`config.mk`:
```
export PLATFORM = sky130hd
export DESIGN_NAME = md_hilo_unit
export DESIGN_NICKNAME = d
export VERILOG_FILES = /design/src/rtl/md_pkg.sv /design/src/rtl/md_divider.sv /design/src/rtl/md_hilo_unit.sv
export SDC_FILE = /design/constraint.sdc
export NUM_CORES = 2
export LEC_CHECK = 0
export CORE_MARGIN = 5
export CORE_UTILIZATION = 65
export DETAILED_ROUTE_END_ITERATION = 8
export PLACE_DENSITY = 0.85
export SYNTH_ARGS = -nofsm -noshare
export SYNTH_HDL_FRONTEND = slang
export SYNTH_SLANG_ARGS = --single-unit
```
`constraint.sdc`:
```
create_clock -name clk -period 11.2 [get_ports clk]
set_clock_uncertainty 0.05 [all_clocks]
set_input_delay 1.12 -clock clk [delete_from_list [all_inputs] [get_ports clk]]
set_output_delay 1.12 -clock clk [all_outputs]
set_load 0.01 [all_outputs]
```
`src/rtl/md_pkg.sv`:
```
// Shared encodings for the multiply/divide unit: HI/LO write selects,
// writeback selects and divider FSM states.
package md_pkg;

  localparam logic [1:0] SEL_RS   = 2'b00;
  localparam logic [1:0] SEL_MUL  = 2'b01;
  localparam logic [1:0] SEL_DIV  = 2'b10;
  localparam logic [1:0] SEL_HOLD = 2'b11;

  localparam logic [1:0] M2RF_NONE = 2'd0;
  localparam logic [1:0] M2RF_MUL  = 2'd1;
  localparam logic [1:0] M2RF_HI   = 2'd2;
  localparam logic [1:0] M2RF_LO   = 2'd3;

  typedef logic [1:0] md_state_t;

  localparam md_state_t ST_IDLE = 2'd0;
  localparam md_state_t ST_RUN  = 2'd1;
  localparam md_state_t ST_FIX  = 2'd2;

endpackage

```
`src/rtl/md_divider.sv`:
```
// Iterative restoring divider on operand magnitudes: one quotient bit per clock,
// signs applied in a final fix-up cycle that also pulses done_o.
module md_divider
  import md_pkg::*;
#(
  parameter int unsigned WIDTH = 32
) (
  input  logic             clk,
  input  logic             rst,
  input  logic             start_i,
  input  logic             signed_i,
  input  logic [WIDTH-1:0] dividend_i,
  input  logic [WIDTH-1:0] divisor_i,
  output logic             busy_o,
  output logic             done_o,
  output logic [WIDTH-1:0] quot_o,
  output logic [WIDTH-1:0] rem_o
);

  localparam int unsigned CntW = (WIDTH > 1) ? $clog2(WIDTH) : 1;
  localparam logic [CntW-1:0] CntLast = CntW'(WIDTH - 1);

  md_state_t        state_q, state_d;
  logic [CntW-1:0]  cnt_q, cnt_d;
  logic [WIDTH-1:0] rem_q, rem_d;
  logic [WIDTH-1:0] quo_q, quo_d;
  logic [WIDTH-1:0] dvs_q, dvs_d;
  logic             neg_quo_q, neg_quo_d;
  logic             neg_rem_q, neg_rem_d;

  logic             dvd_neg, dvs_neg;
  logic [WIDTH:0]   shifted, trial;

  always_comb begin
    dvd_neg   = signed_i & dividend_i[WIDTH-1];
    dvs_neg   = signed_i & divisor_i[WIDTH-1];
    // quo_q doubles as the dividend shift register: its MSB feeds the remainder
    shifted   = {rem_q, quo_q[WIDTH-1]};
    trial     = shifted - {1'b0, dvs_q};

    state_d   = state_q;
    cnt_d     = cnt_q;
    rem_d     = rem_q;
    quo_d     = quo_q;
    dvs_d     = dvs_q;
    neg_quo_d = neg_quo_q;
    neg_rem_d = neg_rem_q;

    case (state_q)
      ST_IDLE: begin
        if (start_i) begin
          state_d   = ST_RUN;
          cnt_d     = CntLast;
          rem_d     = '0;
          quo_d     = dvd_neg ? -dividend_i : dividend_i;
          dvs_d     = dvs_neg ? -divisor_i : divisor_i;
          neg_quo_d = dvd_neg ^ dvs_neg;
          neg_rem_d = dvd_neg;
        end
      end
      ST_RUN: begin
        if (trial[WIDTH]) begin
          rem_d = shifted[WIDTH-1:0];
          quo_d = {quo_q[WIDTH-2:0], 1'b0};
        end else begin
          rem_d = trial[WIDTH-1:0];
          quo_d = {quo_q[WIDTH-2:0], 1'b1};
        end
        if (cnt_q == '0) begin
          state_d = ST_FIX;
        end else begin
          cnt_d = cnt_q - 1'b1;
        end
      end
      ST_FIX: begin
        state_d = ST_IDLE;
      end
      default: begin
        state_d = ST_IDLE;
      end
    endcase
  end

  always_ff @(posedge clk) begin
    if (rst) begin
      state_q   <= ST_IDLE;
      cnt_q     <= '0;
      rem_q     <= '0;
      quo_q     <= '0;
      dvs_q     <= '0;
      neg_quo_q <= 1'b0;
      neg_rem_q <= 1'b0;
    end else begin
      state_q   <= state_d;
      cnt_q     <= cnt_d;
      rem_q     <= rem_d;
      quo_q     <= quo_d;
      dvs_q     <= dvs_d;
      neg_quo_q <= neg_quo_d;
      neg_rem_q <= neg_rem_d;
    end
  end

  assign busy_o = (state_q != ST_IDLE);
  assign done_o = (state_q == ST_FIX);
  assign quot_o = neg_quo_q ? -quo_q : quo_q;
  assign rem_o  = neg_rem_q ? -rem_q : rem_q;

endmodule

```
`src/rtl/md_hilo_unit.sv`:
```
// Multiply/divide execution unit owning the HI/LO registers, the single-cycle
// multiplier, pipeline stall generation and the writeback read mux.
module md_hilo_unit
  import md_pkg::*;
#(
  parameter int unsigned WIDTH = 32
) (
  input  logic             clk,
  input  logic             rst,
  input  logic             valid,
  input  logic [1:0]       multiply,
  input  logic [1:0]       divide,
  input  logic [1:0]       HI_sel,
  input  logic [1:0]       LO_sel,
  input  logic [1:0]       MultoRF,
  input  logic [WIDTH-1:0] rs_data,
  input  logic [WIDTH-1:0] rt_data,
  output logic [WIDTH-1:0] hi,
  output logic [WIDTH-1:0] lo,
  output logic [WIDTH-1:0] md_rdata,
  output logic             busy,
  output logic             stall
);

  logic [WIDTH-1:0]   hi_q, hi_d;
  logic [WIDTH-1:0]   lo_q, lo_d;

  logic               mul_en, div_en, md_req, accept;
  logic               div_start, div_zero, div_busy, div_done;
  logic [2*WIDTH-1:0] op_a, op_b, product;
  logic [WIDTH-1:0]   div_quot, div_rem;

  // Divide wins if upstream ever asserts both enables
  assign div_en = divide[1];
  assign mul_en = multiply[1] & ~div_en;

  // Anything touching HI/LO or the divider must wait out an in-flight divide
  assign md_req = multiply[1] | divide[1] | (HI_sel != SEL_HOLD) | (LO_sel != SEL_HOLD) |
                  (MultoRF == M2RF_HI) | (MultoRF == M2RF_LO);
  assign stall  = div_busy & valid & md_req;
  assign accept = valid & ~stall;

  assign div_zero  = accept & div_en & (rt_data == '0);
  assign div_start = accept & div_en & (rt_data != '0);

  assign op_a    = {{WIDTH{multiply[0] & rs_data[WIDTH-1]}}, rs_data};
  assign op_b    = {{WIDTH{multiply[0] & rt_data[WIDTH-1]}}, rt_data};
  assign product = op_a * op_b;

  md_divider #(
    .WIDTH(WIDTH)
  ) u_divider (
    .clk       (clk),
    .rst       (rst),
    .start_i   (div_start),
    .signed_i  (divide[0]),
    .dividend_i(rs_data),
    .divisor_i (rt_data),
    .busy_o    (div_busy),
    .done_o    (div_done),
    .quot_o    (div_quot),
    .rem_o     (div_rem)
  );

  always_comb begin
    hi_d = hi_q;
    lo_d = lo_q;
    if (div_done) begin
      hi_d = div_rem;
      lo_d = div_quot;
    end else if (div_zero) begin
      hi_d = rs_data;
      lo_d = '1;
    end else if (accept && !div_en) begin
      unique case (HI_sel)
        SEL_RS:            hi_d = rs_data;
        SEL_MUL:           if (mul_en) hi_d = product[2*WIDTH-1:WIDTH];
        SEL_DIV, SEL_HOLD: hi_d = hi_q;
      endcase
      unique case (LO_sel)
        SEL_RS:            lo_d = rs_data;
        SEL_MUL:           if (mul_en) lo_d = product[WIDTH-1:0];
        SEL_DIV, SEL_HOLD: lo_d = lo_q;
      endcase
    end
  end

  always_ff @(posedge clk) begin
    if (rst) begin
      hi_q <= '0;
      lo_q <= '0;
    end else begin
      hi_q <= hi_d;
      lo_q <= lo_d;
    end
  end

  always_comb begin
    md_rdata = '0;
    unique case (MultoRF)
      M2RF_NONE: md_rdata = '0;
      M2RF_MUL:  md_rdata = product[WIDTH-1:0];
      M2RF_HI:   md_rdata = hi_q;
      M2RF_LO:   md_rdata = lo_q;
    endcase
  end

  assign hi   = hi_q;
  assign lo   = lo_q;
  assign busy = div_busy;

endmodule
```
==> summary.txt <==
Drt
  • Post-DR wirelength/cell: roughly 24 µm
  • 1st-pass router iterations: 7
  • Post-Route WL: 167000 µm
  • Antenna-violating nets left: 0
  • Routed vias/inst: between 6 and 7
  • DRC: 0
  • Vias: 43000
  • Starting DRC count in detailed routing: 4830

Critical path
  • CP max FO: 17
  • CP required: 10.03 ns
  • CP Launch Type: input pin
  • Crit path kind: input pin to primary output
  • Crit path capture type: primary output
  • WP data arrival: just under 10 ns

Cells and area
  • Filler cell count: 5861
  • Area growth, synth to finish: 6.45%
  • Layout cells sized above 1: 0.0414
  • Net count, final: 7284

Logic synthesis
  • Asr flop ratio synth: 0
  • Post-synth top flop: dfxtp_1
  • Syn nets: 7336
  • Post-synth EDFFs: 0
  • Netlist Area Pre-Place: slightly above 0.05 mm²
  • Synth unique cells: 81
  • Post-synthesis sequential area ratio: 0.0673
  • Average size of a mapped cell: about 8.5 µm²
  • Synth warnings: 0
  • Yosys reg bits: 169
  • Mapped Cells: between 5000 and 6000

Clocking
  • Setup bufs post-CTS: 0
  • Worst-case clock buffer depth: 2
  • CTS clk-pin slew, worst paths: 0.08 ns
  • Num Clock Sinks: 169
  • CTS resizes: 0
  • Cts hold-fix bufs: 0
  • CTS H-tree depth: 4
  • CTS tree: done
  • CTS buffer count: 17
  • Root Driver: clkbuf_16
  • Worst-skew pair later-pin latency: approximately 0.46 ns

STA
  • Endpoints failing setup: 0
  • WHS: 0.408 ns
  • RSZ-0062 raised after global routing: false
  • Slew margin rel.: -0.0124
  • F_max: 92.8 MHz
  • Tmin final: ~11 ns
  • Fin Setup TNS: 0 ns
  • Period utilization: 0.962
  • Final Hold Viols: 0
  • Post-route setup slack: 0.424 ns
  • Worst-margin pin slew: between 1.5 and 2 ns
  • Final Max Slew Viols: 18

Place
  • DP Worst Slack: 0.646 ns
  • # port buffers: 174
  • GPL Wtd Cong: 1.02
  • Dpl hpwl: 134000 µm

Global routing
  • Largest net degree at the start of global routing: 83
  • Total congestion overflow: 0
  • Initial antenna violation count: 29
  • First-pass GRT wire length: roughly 260000 µm
  • Vias in the first global route: 46000
  • Total global-route track usage: 0.408

Floorplanning
  • Cell row count: between 100 and 150
  • Die area: between 0.08 and 0.09 mm²
  • Top-level I/O count: 175
  • Initial Util: 0.652
  • Chip Width: 288 µm
  • Die Height: approximately 290 µm
  • Core ar.: 0.0771 mm²

Job
  • Max-Cap Viols: 1

Run status
  • Failing checks: max-capacitance violations, max-slew violations
  • Status: finished with violations

Min path
  • Worst Hold Class: flop to flop
registers in the layout, indices dropped and copies added, names as in the netlist, 2 cells and up:
signal	cells
u_divider.rem_q	32
u_divider.cnt_q	5
u_divider.dvs_q	32
u_divider.state_q	2
lo	32
u_divider.quo_q	32
hi	32
worst max-delay path: stages:
cell and delay (ns):
clkdlybuf4s50_1 1.46, and2_1 0.29, fa_1 0.46, fa_1 0.55
inv_1 0.08, fa_1 0.49, fa_1 0.59, inv_1 0.07
fa_1 0.53, fa_1 0.44, fa_1 0.49, inv_1 0.06
fa_1 0.48, inv_1 0.05, ha_1 0.41, a21oi_1 0.26
o21ai_0 0.12, o32a_1 0.31, nor2_1 0.14, xor2_1 0.32
o21ai_0 0.15, a22o_1 0.21, clkdlybuf4s50_1 0.49
cell type report:
type	instances	area, µm²	area share
Antenna cell	27	67.6	0.00126
Clock buffer	18	429	0.00802
Clock inverter	14	163	0.00304
Inverter	1168	4380	0.0819
Multi-Input combinational cell	4160	41100	0.767
Sequential cell	169	3380	0.0632
Tap cell	1040	1300	0.0243
Timing Repair Buffer	315	2750	0.0513
cell usage after synthesis, drive strengths merged (22+ instances only):
cell type  count  share of area
a21oi        239          0.024
nor2         204          0.015
a31oi         24         0.0030
and3          31         0.0039
xor2          93          0.017
clkbuf       300          0.022
o31ai         31         0.0050
buf           86         0.0073
a22oi         23         0.0034
o211ai        25         0.0037
fa          1126           0.45
ha           250          0.062
a21o          45         0.0067
dfxtp        169          0.067
and2         359          0.045
xnor2        131          0.023
mux2i         40         0.0080
a211oi        48         0.0072
nand2        945          0.071
nand3         47         0.0047
inv         1168          0.087
o22ai         22         0.0027
o21ai        181          0.018
through the flow:
step,area (µm²),cells,util
4_1_cts,53500,6884,0.694
3_3_place_gp,52900,6852,0.686
6_report,53500,6911,0.695
2_1_floorplan,50300,5883,-
5_1_grt,53500,6903,0.694
3_5_place_dp,52900,6852,0.686
worst paths after layout:
| check | start | to | slack (ns) | cells after the start |
|---|---|---|---|---|
| hold / removal | u_divider.dvs_q[31]$_SDFFE_PP0P_ | u_divider.dvs_q[31]$_SDFFE_PP0P_ | 0.41 | 2 |
| hold reg to reg | u_divider.dvs_q[31]$_SDFFE_PP0P_ | u_divider.dvs_q[31]$_SDFFE_PP0P_ | 0.41 | 2 |
| setup reg to reg | u_divider.quo_q[31]$_SDFFE_PP0P_ | u_divider.rem_q[1]$_SDFFE_PP0P_ | 6.50 | 15 |
| setup / recovery | rt_data[20] | md_rdata[29] | 0.42 | 23 |
cell usage in the layout (no fill, tap or decap), types with 16 or more instances in the layout:
| master | Yosys | final |
|---|---|---|
| mux2i_1 | 40 | 40 |
| a31oi_1 | 24 | 24 |
| o41ai_1 | 17 | 17 |
| buf_2 | 12 | 20 |
| nand3_1 | 47 | 47 |
| xor2_1 | 92 | 92 |
| and2_1 | 358 | 358 |
| a21oi_1 | 239 | 239 |
| and3_1 | 31 | 31 |
| a22oi_1 | 23 | 23 |
| dfxtp_1 | 169 | 169 |
| a211oi_1 | 48 | 48 |
| xnor2_1 | 131 | 131 |
| o22ai_1 | 22 | 22 |
| ha_1 | 250 | 250 |
| fa_1 | 1126 | 1126 |
| o31ai_1 | 27 | 27 |
| inv_1 | 1168 | 1168 |
| nor2_1 | 204 | 202 |
| o21ai_0 | 179 | 179 |
| a21o_1 | 45 | 45 |
| clkbuf_16 | 0 | 17 |
| or3_1 | 16 | 16 |
| o211ai_1 | 25 | 25 |
| nor3_1 | 19 | 18 |
| diode_2 | 0 | 27 |
| buf_4 | 2 | 138 |
| clkdlybuf4s50_1 | 0 | 153 |
| o21bai_1 | 19 | 19 |
| nand2_1 | 944 | 944 |
| nand2b_1 | 20 | 19 |
per-layer routing:
layer  wire (µm)  global-route usage  part of all wire
met1       54600               0.489              0.33
met2       76200               0.646              0.46
met3       20200              0.0983              0.12
met4       15700               0.297             0.094
met5          28                   0           0.00017
kinds of logic (layout without fill, tap and decap cells):
kind of cell,after synthesis,after routing,synth area share
other,0,27,0
adder cells (fa/ha/maj),1376,1376,0.510
buffers and inverters,1554,1515,0.117
AO/OA/AOI/OAI,772,772,0.0965
flip-flops,169,169,0.0673
XOR/XNOR,224,224,0.0394
multiplexers,41,41,0.00818
AND/OR/NAND/NOR,1747,1747,0.161
Power is not shown: default switching activity piles up to over one toggle a cycle in this logic, so the estimate is an artifact.
